## src/rtl/phy_pkg.sv

```systemverilog
// Shared USB PD PHY definitions: K-codes, ordered-set types, 4b5b encoding and
// CRC32 constants used by both the TX framer and the RX CRC checker.
package phy_pkg;

  typedef enum logic [2:0] {
    TX_SOP        = 3'd0,
    TX_SOP_P      = 3'd1,
    TX_SOP_PP     = 3'd2,
    TX_SOP_P_DBG  = 3'd3,
    TX_SOP_PP_DBG = 3'd4,
    TX_HARD_RST   = 3'd5,
    TX_CABLE_RST  = 3'd6,
    TX_RSVD       = 3'd7
  } tx_type_e;

  typedef enum logic [2:0] {
    S_IDLE, S_PRE, S_SOS, S_DATA, S_CRC, S_EOP, S_DONE, S_ERR
  } tx_state_e;

  localparam logic [4:0] K_SYNC1 = 5'b11000;
  localparam logic [4:0] K_SYNC2 = 5'b10001;
  localparam logic [4:0] K_SYNC3 = 5'b00110;
  localparam logic [4:0] K_RST1  = 5'b00111;
  localparam logic [4:0] K_RST2  = 5'b11001;
  localparam logic [4:0] K_EOP   = 5'b01101;

  localparam logic [31:0] CRC_POLY     = 32'hEDB8_8320;
  localparam logic [31:0] CRC_INIT_DEF = 32'hFFFF_FFFF;
  localparam logic [31:0] CRC_RESIDUE  = 32'hDEBB_20E3;

  function automatic logic [4:0] enc4b5b(input logic [3:0] n);
    case (n)
      4'h0: enc4b5b = 5'b11110;  4'h1: enc4b5b = 5'b01001;
      4'h2: enc4b5b = 5'b10100;  4'h3: enc4b5b = 5'b10101;
      4'h4: enc4b5b = 5'b01010;  4'h5: enc4b5b = 5'b01011;
      4'h6: enc4b5b = 5'b01110;  4'h7: enc4b5b = 5'b01111;
      4'h8: enc4b5b = 5'b10010;  4'h9: enc4b5b = 5'b10011;
      4'hA: enc4b5b = 5'b10110;  4'hB: enc4b5b = 5'b10111;
      4'hC: enc4b5b = 5'b11010;  4'hD: enc4b5b = 5'b11011;
      4'hE: enc4b5b = 5'b11100;  default: enc4b5b = 5'b11101;
    endcase
  endfunction

  // Ordered-set K-code i (0 = first on the wire) for a given type.
  function automatic logic [4:0] sos_kcode(input tx_type_e t, input logic [1:0] i);
    logic [3:0][4:0] s;
    case (t)
      TX_SOP:        s = {K_SYNC2, K_SYNC1, K_SYNC1, K_SYNC1};
      TX_SOP_P:      s = {K_SYNC3, K_SYNC3, K_SYNC1, K_SYNC1};
      TX_SOP_PP:     s = {K_SYNC3, K_SYNC1, K_SYNC3, K_SYNC1};
      TX_SOP_P_DBG:  s = {K_SYNC3, K_RST2,  K_RST2,  K_SYNC1};
      TX_SOP_PP_DBG: s = {K_SYNC2, K_SYNC3, K_RST2,  K_SYNC1};
      TX_HARD_RST:   s = {K_RST2,  K_RST1,  K_RST1,  K_RST1};
      TX_CABLE_RST:  s = {K_SYNC3, K_RST1,  K_SYNC1, K_RST1};
      default:       s = '0;
    endcase
    sos_kcode = s[i];
  endfunction

endpackage

```

## src/rtl/phy_crc32_nibble.sv

```systemverilog
// Reflected CRC32, four bit-serial steps per nibble (LSB first), registered.
module phy_crc32_nibble
  import phy_pkg::*;
#(
  parameter logic [31:0] INIT = CRC_INIT_DEF
) (
  input  logic        clk,
  input  logic        rst_n,
  input  logic        clr,
  input  logic        en,
  input  logic [3:0]  nibble,
  output logic [31:0] crc
);

  logic [31:0] crc_q, crc_d;

  always_comb begin
    crc_d = crc_q;
    if (clr) begin
      crc_d = INIT;
    end else if (en) begin
      for (int i = 0; i < 4; i++)
        crc_d = (crc_d >> 1) ^ ((crc_d[0] ^ nibble[i]) ? CRC_POLY : 32'h0);
    end
  end

  always_ff @(posedge clk or negedge rst_n)
    if (!rst_n) crc_q <= INIT;
    else        crc_q <= crc_d;

  assign crc = crc_q;

endmodule

```

## src/rtl/phy_tx_packet_builder.sv

```systemverilog
// USB PD PHY transmit framer: preamble request, SOP* K-codes, 4b5b payload,
// inverted CRC32 and EOP on a registered valid/ready symbol stream.
module phy_tx_packet_builder
  import phy_pkg::*;
#(
  parameter int          MAX_BYTES = 30,
  parameter logic [31:0] CRC_INIT  = 32'hFFFF_FFFF
) (
  input  logic       clk,
  input  logic       rst_n,
  input  logic       tx_start,
  input  logic [2:0] tx_type,
  input  logic       tx_abort,
  output logic       tx_done,
  output logic       tx_result,
  input  logic [7:0] pl_byte,
  input  logic       pl_byte_valid,
  input  logic       pl_byte_last,
  output logic       pl_byte_ready,
  output logic       preamble_en,
  input  logic       preamble_done,
  output logic [4:0] sym,
  output logic       sym_valid,
  input  logic       sym_ready,
  output logic       busy
);

  localparam int CW = $clog2(MAX_BYTES + 1);

  tx_state_e   state_q;
  tx_type_e    type_q;
  logic [2:0]  idx_q;
  logic [CW-1:0] cnt_q;
  logic [7:0]  byte_q;
  logic        last_q, hi_q, need_q;
  logic [4:0]  sym_q;
  logic        sym_valid_q, done_q, result_q, pre_en_q;

  logic        sym_acc, crc_clr, crc_en, abort_ok;
  logic [2:0]  nxt_idx;
  logic [31:0] crc, crc_inv;

  // An abort wins over an acceptance in the same cycle.
  assign sym_acc  = sym_valid_q && sym_ready && !tx_abort;
  assign abort_ok = tx_abort && state_q != S_IDLE && state_q != S_DONE && state_q != S_ERR;
  assign crc_clr  = state_q == S_IDLE && tx_start && tx_type_e'(tx_type) != TX_RSVD;
  assign crc_en   = state_q == S_DATA && sym_acc;
  assign nxt_idx  = idx_q + 3'd1;
  assign crc_inv  = ~crc;

  phy_crc32_nibble #(.INIT(CRC_INIT)) u_crc (
    .clk    (clk),
    .rst_n  (rst_n),
    .clr    (crc_clr),
    .en     (crc_en),
    .nibble (hi_q ? byte_q[7:4] : byte_q[3:0]),
    .crc    (crc)
  );

  // The byte is taken in the same cycle it is offered, so ready is not registered.
  assign pl_byte_ready = state_q == S_DATA && need_q && pl_byte_valid && !tx_abort;

  always_ff @(posedge clk or negedge rst_n) begin
    if (!rst_n) begin
      state_q <= S_IDLE;      type_q <= TX_SOP;  idx_q <= '0;
      cnt_q <= '0;            byte_q <= '0;      last_q <= 1'b0;
      hi_q <= 1'b0;           need_q <= 1'b0;    sym_q <= '0;
      sym_valid_q <= 1'b0;    done_q <= 1'b0;    result_q <= 1'b0;
      pre_en_q <= 1'b0;
    end else begin
      done_q   <= 1'b0;
      result_q <= 1'b0;
      if (abort_ok) begin
        state_q <= S_ERR; sym_valid_q <= 1'b0; pre_en_q <= 1'b0;
        done_q <= 1'b1;   result_q <= 1'b1;
      end else begin
        case (state_q)
          S_IDLE: if (tx_start) begin
            if (tx_type_e'(tx_type) == TX_RSVD) begin
              done_q <= 1'b1; result_q <= 1'b1;
            end else begin
              type_q <= tx_type_e'(tx_type); state_q <= S_PRE;
              pre_en_q <= 1'b1; cnt_q <= '0;
            end
          end
          S_PRE: if (preamble_done) begin
            pre_en_q <= 1'b0; state_q <= S_SOS; idx_q <= '0;
            sym_q <= sos_kcode(type_q, 2'd0); sym_valid_q <= 1'b1;
          end
          S_SOS: if (sym_acc) begin
            if (idx_q == 3'd3) begin
              sym_valid_q <= 1'b0;
              if (type_q == TX_HARD_RST || type_q == TX_CABLE_RST) begin
                state_q <= S_DONE; done_q <= 1'b1;
              end else begin
                state_q <= S_DATA; need_q <= 1'b1;
              end
            end else begin
              idx_q <= nxt_idx; sym_q <= sos_kcode(type_q, nxt_idx[1:0]);
            end
          end
          S_DATA: if (need_q) begin
            if (pl_byte_valid) begin
              byte_q <= pl_byte; last_q <= pl_byte_last; need_q <= 1'b0; hi_q <= 1'b0;
              cnt_q <= cnt_q + CW'(1);
              sym_q <= enc4b5b(pl_byte[3:0]); sym_valid_q <= 1'b1;
            end else begin
              state_q <= S_ERR; done_q <= 1'b1; result_q <= 1'b1;
            end
          end else if (sym_acc) begin
            if (!hi_q) begin
              hi_q <= 1'b1; sym_q <= enc4b5b(byte_q[7:4]);
            end else begin
              sym_valid_q <= 1'b0;
              if (last_q) begin
                state_q <= S_CRC; idx_q <= '0;
              end else if (cnt_q == CW'(MAX_BYTES)) begin
                state_q <= S_ERR; done_q <= 1'b1; result_q <= 1'b1;
              end else begin
                need_q <= 1'b1;
              end
            end
          end
          // One bubble on entry lets the final data nibble settle into the CRC register.
          S_CRC: if (!sym_valid_q) begin
            sym_q <= enc4b5b(crc_inv[{idx_q, 2'b00} +: 4]); sym_valid_q <= 1'b1;
          end else if (sym_acc) begin
            if (idx_q == 3'd7) begin
              state_q <= S_EOP; sym_q <= K_EOP;
            end else begin
              idx_q <= nxt_idx; sym_q <= enc4b5b(crc_inv[{nxt_idx, 2'b00} +: 4]);
            end
          end
          S_EOP: if (sym_acc) begin
            state_q <= S_DONE; sym_valid_q <= 1'b0; done_q <= 1'b1;
          end
          S_DONE, S_ERR: begin
            state_q <= S_IDLE; sym_q <= '0; need_q <= 1'b0;
          end
          default: state_q <= S_IDLE;
        endcase
      end
    end
  end

  assign tx_done     = done_q;
  assign tx_result   = result_q;
  assign preamble_en = pre_en_q;
  assign sym         = sym_q;
  assign sym_valid   = sym_valid_q;
  assign busy        = state_q != S_IDLE;

endmodule

```

## config.mk

```make
export PLATFORM = sky130hd
export DESIGN_NAME = phy_tx_packet_builder
export DESIGN_NICKNAME = d
export VERILOG_FILES = /design/src/rtl/phy_pkg.sv /design/src/rtl/phy_crc32_nibble.sv /design/src/rtl/phy_tx_packet_builder.sv
export SDC_FILE = /design/constraint.sdc
export NUM_CORES = 1
export LEC_CHECK = 0
export BUFFER_PORTS_ARGS = -buffer_cell sky130_fd_sc_hd__buf_2
export CORE_MARGIN = 8
export CORE_UTILIZATION = 30
export DETAILED_ROUTE_END_ITERATION = 8
export PLACE_DENSITY = 0.53
export REMOVE_ABC_BUFFERS = 1
export SLEW_MARGIN = 20
export SYNTH_ARGS = -nofsm -noshare
export SYNTH_HDL_FRONTEND = slang
export SYNTH_SLANG_ARGS = --single-unit
export TNS_END_PERCENT = 50
```

## constraint.sdc

```tcl
create_clock -name clk -period 3 [get_ports clk]
set_input_delay 0.15 -clock clk [delete_from_list [all_inputs] [get_ports clk]]
set_output_delay 0.15 -clock clk [all_outputs]
set_load 0.03 [all_outputs]
```

==> run summary, run 1 <==
top cells by area, synth - dfrtp_1 (18%), dfstp_2 (18%), mux4_2 (7.7%)
status - complete, no violations
FF+latch count, synth - 66
drt first pass iters - 5
ys flop type - dfrtp_1
total gr overflow - 0
vias - 3773
Least-Margin Pin Slew - 619 ps
die area - 19800 sq um
Power Total - 7.22 mW
H-tree depth - 3
Post-Route Utilization - 35.1%
worst setup margin - 244 ps
FF-to-FF Start - idx_q[1]
worst vdd ir - 0.000367 V
warnings from Yosys - 0
postcts setup bufs - 0
worst hold path type - input port to register
detailed placer's ending HPWL - 9080 um
GRT Resource Usage Total - 13.0%
syn avg cell area - 9.56 sq um
WP data arrival - 3020 ps
cell taking the most area after synthesis - dfrtp_1
Post-Route Skew - 7.57 ps
DR vias/cell - 5.37
placed cell area - 5020 sq um
cell row count - 45
Max-Slew Margin vs Limit - 58.7%
Lkg Pwr - 2.06 nW
Reg2Reg Depth - 7
io pins - 30
antenna fix cells - 0
drt wl/cell - 17.8 um
top cell type's share of synthesized area - 18.2%
CTS max path bufs - 2
R2R Setup Slk - 240 ps
layout cells sized above 1 - 27.2%
Power Density - 1350 nW/um^2
final wirelength - 12500 um
fin crit share - 91.9%
register area share after synthesis - 36.2%
count leader, synth - nor2_1
fin. max-slew vios - 0
Setup CP Type - register to register
Nets - 534
hold depth - 2
first-pass GRT wire length - 20400 um
Tmin final - 2760 ps
fmax - 363 MHz
CTS Buf Count - 9
dpl ws - 232 ps
Final Hold Fails - 0
# DRC - 0
clk sink count - 66
CTS tree - done
initial antenna violation count - 0
Setup TNS - 0 ps
Finished Cell Area - 5330 sq um
Gate Count Post-Synth - 489
remaining antenna violation count - 0
height of the die - 141 um
Critical Path Start Type - register
Clock Latency Late Sink - 340 ps
RSZ-0062 raised after global routing - false
IO buf count - 29
final setup fails - 0
Async S/R FF share, synth - 100%
sink of the worst hold path - byte_q[4]
Worst Path Required - 3260 ps
Post-synth EDFFs - 0
post-synthesis cell area - 4670 sq um
top post-synthesis cells by count - nor2_1 (65), dfrtp_1 (34), a21oi_1 (33)
critical path peak fanout - 6
vias in the first global route - 3784
hold path startpoint - pl_byte[4]
CTS root buf - clkbuf_16
max cap viols - 0
DR iter-0 viols - 413
synth unique cells - 66
largest net degree at the start of global routing - 67
routability cong. - 0.876
clock slew at reported path FFs - 60 ps
Area Overhead vs Synth - 14.1%
Starting Density - 30.7%
Critical Path End Type - register
core area - 15200 sq um
die width - 141 um
Worst R2R End - sym[1]
[through the flow]
step                std cells  hold WS, ps
finish                    703         44.7
global route              703         37.7
CTS                       703         32.7
detailed placement        686          211
global placement          686          204
floorplan                 454         -146
[timing repair]
action / in CTS / in global routing
gates resized for setup: 0 / 0
hold buffers: 1 / 0
endpoints found under the hold margin: 34 / 0
[kinds of logic (layout without fill, tap and decap cells)]
| logic type | Yosys count | count (layout) | share of synthesized area, % |
|---|---|---|---|
| mux | 43 | 43 | 14.2 |
| fa+ha+maj | 5 | 5 | 1.34 |
| xor+xnor | 44 | 44 | 10.5 |
| flops | 66 | 66 | 36.2 |
| simple gates | 172 | 172 | 18.1 |
| compound gates | 113 | 113 | 15.3 |
| buf+inv | 46 | 72 | 4.26 |
[worst max-delay path by stage]
stage          startpoint      to  slack, ps  depth (start not counted)
2_1_floorplan    idx_q[0]  sym[1]         50                          7
3_3_place_gp     idx_q[1]  sym[1]        300                          7
3_5_place_dp     idx_q[1]  sym[1]        230                          7
4_1_cts          idx_q[1]  sym[1]        210                          7
5_1_grt          idx_q[1]  sym[1]         80                          8
6_report         idx_q[1]  sym[1]        240                          7
[critical path: stages, from the launching register on]
cell     delay, ps
dfrtp_1        470
ha_1           250
ha_1           450
mux4_2         540
mux2i_1        300
nor2_1         110
a221o_1        380
a41oi_2        180
[layout make-up]
class                           count  area (sq um)
Inverter                           11          41.3
Tap cell                          188           235
Clock buffer                       11           243
Timing Repair Buffer               45           280
Clock inverter                      5          55.1
Fill cell                        1548          9870
Sequential cell                    66          1690
Multi-Input combinational cell    377          2790
[sequential cells by signal, summed over array words and instances (netlist names), 3 cells and up]
register   flops
cnt_q          5
sym            5
byte_q         8
type_q         3
u_crc.crc     32
idx_q          3
state_q        3
[report_power, final]
part	internal, mW	leakage, nW	switching [mW]	total [mW]
combinational	1.83	1.15	2.23	4.06
clock	0.662	0.142	0.395	1.06
sequential	1.45	0.770	0.649	2.10
total	3.94	2.06	3.28	7.22
[routing by layer]
metal | part of all wire [%] | GRT usage (%) | vias up
met5 | 0 | 0 | -
met4 | 1.5 | 3.79 | 0
met3 | 4.3 | 3.61 | 14
met2 | 47 | 20.9 | 77
met1 | 47 | 16.6 | 1874
li1 | - | - | 1808
[cells in the final DEF (no fill, tap or decap), drive strengths merged, types with 3 or more instances in the layout]
cell / instances
a21oi: 33
a31oi: 7
a41oi: 3
and3: 5
buf: 44
clkbuf: 11
dfrtp: 34
dfstp: 32
ha: 5
inv: 11
mux2: 15
mux2i: 12
mux4: 16
nand2: 29
nand2b: 5
nand3: 5
nand3b: 6
nor2: 65
nor2b: 11
nor3: 26
nor3b: 3
o21a: 3
o21ai: 32
o22ai: 4
o311a: 3
o311ai: 3
o31ai: 4
xnor2: 11
xor2: 33
No activity file was read; power rests on OpenSTA's default activity.
==> inputs of run 2 (changes only) <==
--- a/config.mk
+++ b/config.mk
@@ -9,7 +9,8 @@
 export CORE_MARGIN = 8
 export CORE_UTILIZATION = 30
 export DETAILED_ROUTE_END_ITERATION = 8
-export PLACE_DENSITY = 0.53
+export PLACE_DENSITY_LB_ADDON = 0.2
+export RECOVER_POWER = 25
 export REMOVE_ABC_BUFFERS = 1
 export SLEW_MARGIN = 20
 export SYNTH_ARGS = -nofsm -noshare
==> constraint.sdc (replaced) <==
create_clock -name clk -period 3.5 [get_ports clk]
set_input_delay 0.175 -clock clk [delete_from_list [all_inputs] [get_ports clk]]
set_output_delay 0.175 -clock clk [all_outputs]
set_load 0.03 [all_outputs]
==> run 2 against run 1 <==
- combinational power down 15%
- highest routed layer unchanged
- critical endpoint is now sym[2]
- die area is the same
- the flow now finishes with violations (capacitance limit, slew limit)
- design area fell by 0.73%
- sequential cell count unchanged
- largest power group unchanged
- fmax shrank 9.0%
- clock power down 12%
- wire length up 4.0%
- clock-buffer cell count is 3 higher
- hold slack improved by 14 ps
==> run summary, run 2 (synthesis results as in run 1) <==
worst vdd ir - 0.000506 V (+38%)
IO buf count - 29 (unchanged)
Power Total - 6.19 mW (-14%)
cell row count - 45 (unchanged)
io pins - 30 (unchanged)
die area - 19800 sq um (unchanged)
drt first pass iters - 4 (-1)
height of the die - 141 um (unchanged)
Critical Path Start Type - register
most frequent cells in the layout - nor2_1 (64), dfrtp_1 (34), a21oi_1 (33)
initial antenna violation count - 0 (unchanged)
remaining antenna violation count - 0 (unchanged)
power share of the combinational group - 55.6% (-0.7 points)
Critical-path top delay cell - dfrtp_1
routability cong. - 0.839 (-4.2%)
clock slew at reported path FFs - 60 ps (about the same)
fmax - 330 MHz (-9.0%)
clk sink count - 66 (unchanged)
Clock Latency Late Sink - 350 ps (about the same)
Worst Path Required - 3710 ps (+450 ps)
status - finished with violations
crit-path cells - inv_1 > ha_1 > mux4_2 > mux2i_1 > nor2_1 > a211o_1 > nand3_1 > a31oi_1
CTS root buf - clkbuf_16
detailed placer's ending HPWL - 9380 um (+3.3%)
core area - 15200 sq um (unchanged)
Pint - 3.36 mW (-15%)
final setup fails - 0 (unchanged)
DR vias/cell - 5.45 (+1.5%)
worst hold path type - input port to register
largest net degree at the start of global routing - 46 (-31%)
Power Density - 1170 nW/um^2 (-14%)
vias in the first global route - 3697 (-2.3%)
max cap viols - 1 (+1)
WP data arrival - 3240 ps (+220 ps)
Setup TNS - 0 ps (unchanged)
vias - 3809 (+0.95%)
DR iter-0 viols - 255 (-38%)
Setup CP Type - register to register
GRT Resource Usage Total - 13.5% (+0.47 points)
RSZ-0062 raised after global routing - false
Critical Path End Type - register
Lkg Pwr - 2.04 nW (-1.1%)
CP bufs+invs - 1 (+1)
critical path peak fanout - 10 (+4)
Post-Route Skew - 11.7 ps (+4.15 ps)
switch share - 45.7% (+0.32 points)
Max-Slew Margin vs Limit - -34.8% (-94 points)
total gr overflow - 0 (unchanged)
H-tree depth - 3 (unchanged)
Finished Cell Area - 5290 sq um (-0.73%)
layout cells sized above 1 - 26.0% (-1.2 points)
cell family with the largest share of critical-path delay - multiplexers
postcts setup bufs - 0 (unchanged)
Starting Density - 30.7% (unchanged)
Nets - 530 (-0.75%)
CTS max path bufs - 2 (unchanged)
die width - 141 um (unchanged)
Final Hold Fails - 0 (unchanged)
fin crit share - 86.5% (-5.3 points)
antenna fix cells - 0 (unchanged)
Least-Margin Pin Slew - 2020 ps (+1400 ps)
max FFs per register - 32 (unchanged)
first-pass GRT wire length - 20900 um (+2.5%)
Clock power frac - 15.1% (+0.4 points)
violated checks - capacitance limit, slew limit
final wirelength - 13000 um (+4.0%)
Area Overhead vs Synth - 13.3%
CTS tree - done
Tmin final - 3030 ps (+272 ps)
CP max stage delay - 660 ps (+120 ps)
placed cell area - 4980 sq um (-0.85%)
fin. max-slew vios - 37 (+37)
part of the power in registers - 29.4% (+0.3 points)
CTS Buf Count - 9 (unchanged)
drt wl/cell - 18.6 um (+4.6%)
most common cell after layout, fill and taps aside - nor2_1
switching power - 2.83 mW (-14%)
# DRC - 0 (unchanged)
[run 2: changes by cell type in the layout (fill, tap and decap cells not counted), sizes merged]
| cell | before | now |
|---|---|---|
| bufinv | 1 | 0 |
| clkbuf | 11 | 17 |
| clkinvlp | 2 | 0 |
| inv | 11 | 12 |
| clkinv | 2 | 1 |
| buf | 44 | 37 |
[run 2: final timing paths]
| kind | from | cells after the start | slack (ps) | end |
|---|---|---|---|---|
| worst max-delay path | idx_q[2] | 8 | 470 | sym[2] |
| worst min-delay path | pl_byte_last | 2 | 60 | last_q |
| worst max register to register | idx_q[2] | 8 | 470 | sym[2] |
| worst min register to register | u_crc.crc[5] | 2 | 510 | u_crc.crc[1] |
| max in group asynchronous | rst_n | 3 | 1050 | idx_q[2] |
| min in group asynchronous | rst_n | 2 | 240 | cnt_q[0] |
[run 2: layer usage]
layer  routed length (um)  track usage [%]  up-vias
met3                  597             3.61       18
met2                 6160             21.2      116
li1                     -                -     1793
met1                 6020             17.5     1882
met5                    0                0        -
met4                  229             4.58        0
[run 2: what timing repair did]
action,4_1_cts,5_1_grt
hold buffers,1,0
gates resized for setup,0,0
endpoints found under the hold margin,16,0
[run 2: final cells by class]
class                      count  area (sq um)
fill                        1577          9910
clock inverter                 2          15.0
tap                          188           235
multi-input combinational    377          2790
clock buffer                  14           295
sequential                    66          1690
inverter                      11          41.3
timing repair buffer          41           229
[run 2: through the flow]
| step | cells | hold slack, ps | utilization (%) | setup WS [ps] |
|---|---|---|---|---|
| after CTS | 699 | 47.2 | 34.9 | 460 |
| after detailed placement | 682 | 11.0 | 32.8 | 464 |
| final | 699 | 59.1 | 34.8 | 471 |
| after global routing | 699 | 45.6 | 34.8 | 246 |
| after floorplan | 454 | -121 | - | 547 |
| after global placement | 682 | 9.22 | 32.8 | 591 |
[run 2: power groups by stage]
stage	sequential [mW]	combinational, mW	clock [mW]
6_report	1.82	3.44	0.933
5_1_grt	1.89	3.79	1.00
4_1_cts	1.82	3.46	0.963
3_5_place_dp	1.83	3.43	0
3_3_place_gp	1.81	3.40	0
2_1_floorplan	1.78	2.58	0
==> inputs of run 3 (changes only) <==
--- a/config.mk
+++ b/config.mk
@@ -7,11 +7,12 @@
 export LEC_CHECK = 0
 export BUFFER_PORTS_ARGS = -buffer_cell sky130_fd_sc_hd__buf_2
 export CORE_MARGIN = 8
-export CORE_UTILIZATION = 30
+export CORE_UTILIZATION = 60
 export DETAILED_ROUTE_END_ITERATION = 8
 export PLACE_DENSITY_LB_ADDON = 0.2
 export RECOVER_POWER = 25
 export REMOVE_ABC_BUFFERS = 1
+export SKIP_CTS_REPAIR_TIMING = 1
 export SLEW_MARGIN = 20
 export SYNTH_ARGS = -nofsm -noshare
 export SYNTH_HDL_FRONTEND = slang
==> run 3 against run 2 <==
- the run still ends with capacitance limit, slew limit left
- wire length is 11% lower
- utilization grew 32 points
- fmax up 3.6%
- hold slack got worse by 8.8 ps
- critical path type unchanged
- first-iteration DRC count rose by 6.3%
- via count grew 1.3%
- non-clock buffer count is 4 lower
- design area fell by 3.7%
==> run summary, run 3 (synthesis results as in run 1) <==
vias in the first global route - 3761 (+1.7%)
fin. max-slew vios - 37 (unchanged)
Area Overhead vs Synth - 9.05%
layout cells sized above 1 - 25.4% (-0.58 points)
worst setup margin - 576 ps (+104 ps)
detailed placer's ending HPWL - 8230 um (-12%)
core area - 7650 sq um (-50%)
status - finished with violations
DR iter-0 viols - 271 (+6.3%)
GRT Resource Usage Total - 21.9% (+8.4 points)
die width - 104 um (-26%)
max FFs per register - 32 (unchanged)
crit path to - sym[1]
Critical Path Start Type - register
fmax - 342 MHz (+3.6%)
violated checks - capacitance limit, slew limit
worst vdd ir - 0.000653 V (+29%)
Tmin final - 2920 ps (-104 ps)
critical path peak fanout - 10 (unchanged)
FF-to-FF Start - idx_q[2]
Post-Route Utilization - 66.6% (+32 points)
dpl ws - 559 ps (+94.7 ps)
vias - 3860 (+1.3%)
io pins - 30 (unchanged)
R2R Setup Slk - 580 ps (+100 ps)
total gr overflow - 0 (unchanged)
antenna fix cells - 0 (unchanged)
CTS max path bufs - 2 (unchanged)
# DRC - 0 (unchanged)
Least-Margin Pin Slew - 1920 ps (-99.7 ps)
most frequent cells in the layout - nor2_1 (64), dfrtp_1 (34), a21oi_1 (33)
H-tree depth - 3 (unchanged)
Setup TNS - 0 ps (unchanged)
largest net degree at the start of global routing - 46 (unchanged)
clock slew at reported path FFs - 80 ps (+20 ps)
final setup fails - 0 (unchanged)
first-pass GRT wire length - 19600 um (-6.6%)
worst hold path type - input port to register
final cell count without fillers - 609 (-13%)
fin crit share - 83.6% (-3.0 points)
max cap viols - 1 (unchanged)
CP startpoint - idx_q[2]
IO buf count - 29 (unchanged)
remaining antenna violation count - 0 (unchanged)
height of the die - 104 um (-26%)
DR vias/cell - 6.34 (+16%)
Clock Latency Late Sink - 350 ps (about the same)
Final Hold Fails - 0 (unchanged)
Critical Path End Type - register
WP data arrival - 3190 ps (-50 ps)
final wirelength - 11500 um (-11%)
CTS tree - done
Nets - 526 (-0.75%)
die area - 10900 sq um (-45%)
Worst Path Required - 3770 ps (+60 ps)
drt wl/cell - 18.9 um (+1.6%)
Setup CP Type - register to register
drt first pass iters - 4 (unchanged)
Lkg Pwr - 1.98 nW (-2.8%)
Power Density - 1180 nW/um^2 (+1.3%)
cell row count - 32 (-29%)
Starting Density - 61.1% (+30 points)
CTS root buf - clkbuf_8
Post-Route Skew - 13.2 ps (+1.45 ps)
placed cell count - 592 (-13%)
initial antenna violation count - 0 (unchanged)
routability cong. - 0.936 (+12%)
Reg2Reg Depth - 7 (-1)
CTS Buf Count - 9 (unchanged)
Max-Slew Margin vs Limit - -28.2% (+6.6 points)
RSZ-0062 raised after global routing - false
most common cell after layout, fill and taps aside - nor2_1
clk sink count - 66 (unchanged)
Worst R2R End - sym[1]
-- run 3: worst min path at each step --
stage	start	endpoint	slack (ps)	cells after the start
2_1_floorplan	rst_n	byte_q[0]	-120	0
5_1_grt	pl_byte[7]	byte_q[7]	50	2
3_3_place_gp	rst_n	cnt_q[4]	300	1
6_report	pl_byte[7]	byte_q[7]	50	2
4_1_cts	rst_n	need_q	-70	1
3_5_place_dp	rst_n	cnt_q[2]	310	1
-- run 3: worst max-delay path: stages, from the launching register on --
cell and delay, ps:
dfrtp_1 650, inv_1 120, ha_1 550, mux4_2 540, mux2i_1 320, nor2_1 100, a221o_1 370, a41oi_2 190
-- run 3: metal layers --
metal  vias to the layer above  wire length, um  track usage, %
met5                         -                0               0
met2                       153             5390            32.6
li1                       1786                -               -
met4                         0              302            10.1
met1                      1897             5040            30.3
met3                        24              793            3.72
-- run 3: area by class of cell --
class                   instances  area [sq um]
inverters                      11          41.3
clock buffers                   9           124
well taps                     102           128
fillers                       631          2550
multi-input cells             377          2790
flip-flops and latches         66          1690
repair buffers                 37           203
clock inverters                 7           124
-- run 3: power breakdown --
| part | total [mW] | leakage (nW) | switching [mW] | internal [mW] |
|---|---|---|---|---|
| Sequential | 1.85 | 0.770 | 0.611 | 1.24 |
| Clock | 0.811 | 0.120 | 0.331 | 0.479 |
| Combinational | 3.38 | 1.09 | 1.86 | 1.51 |
| Total | 6.04 | 1.98 | 2.81 | 3.23 |
-- run 3: through the flow --
stage / hold slack (ps) / power (mW) / instance area, sq um
2_1_floorplan: -121 / 4.36 / 4520
3_3_place_gp: 300 / 5.05 / 4840
3_5_place_dp: 310 / 5.19 / 4840
4_1_cts: -69.8 / 6.03 / 5090
5_1_grt: 45.9 / 6.48 / 5100
6_report: 50.4 / 6.04 / 5100
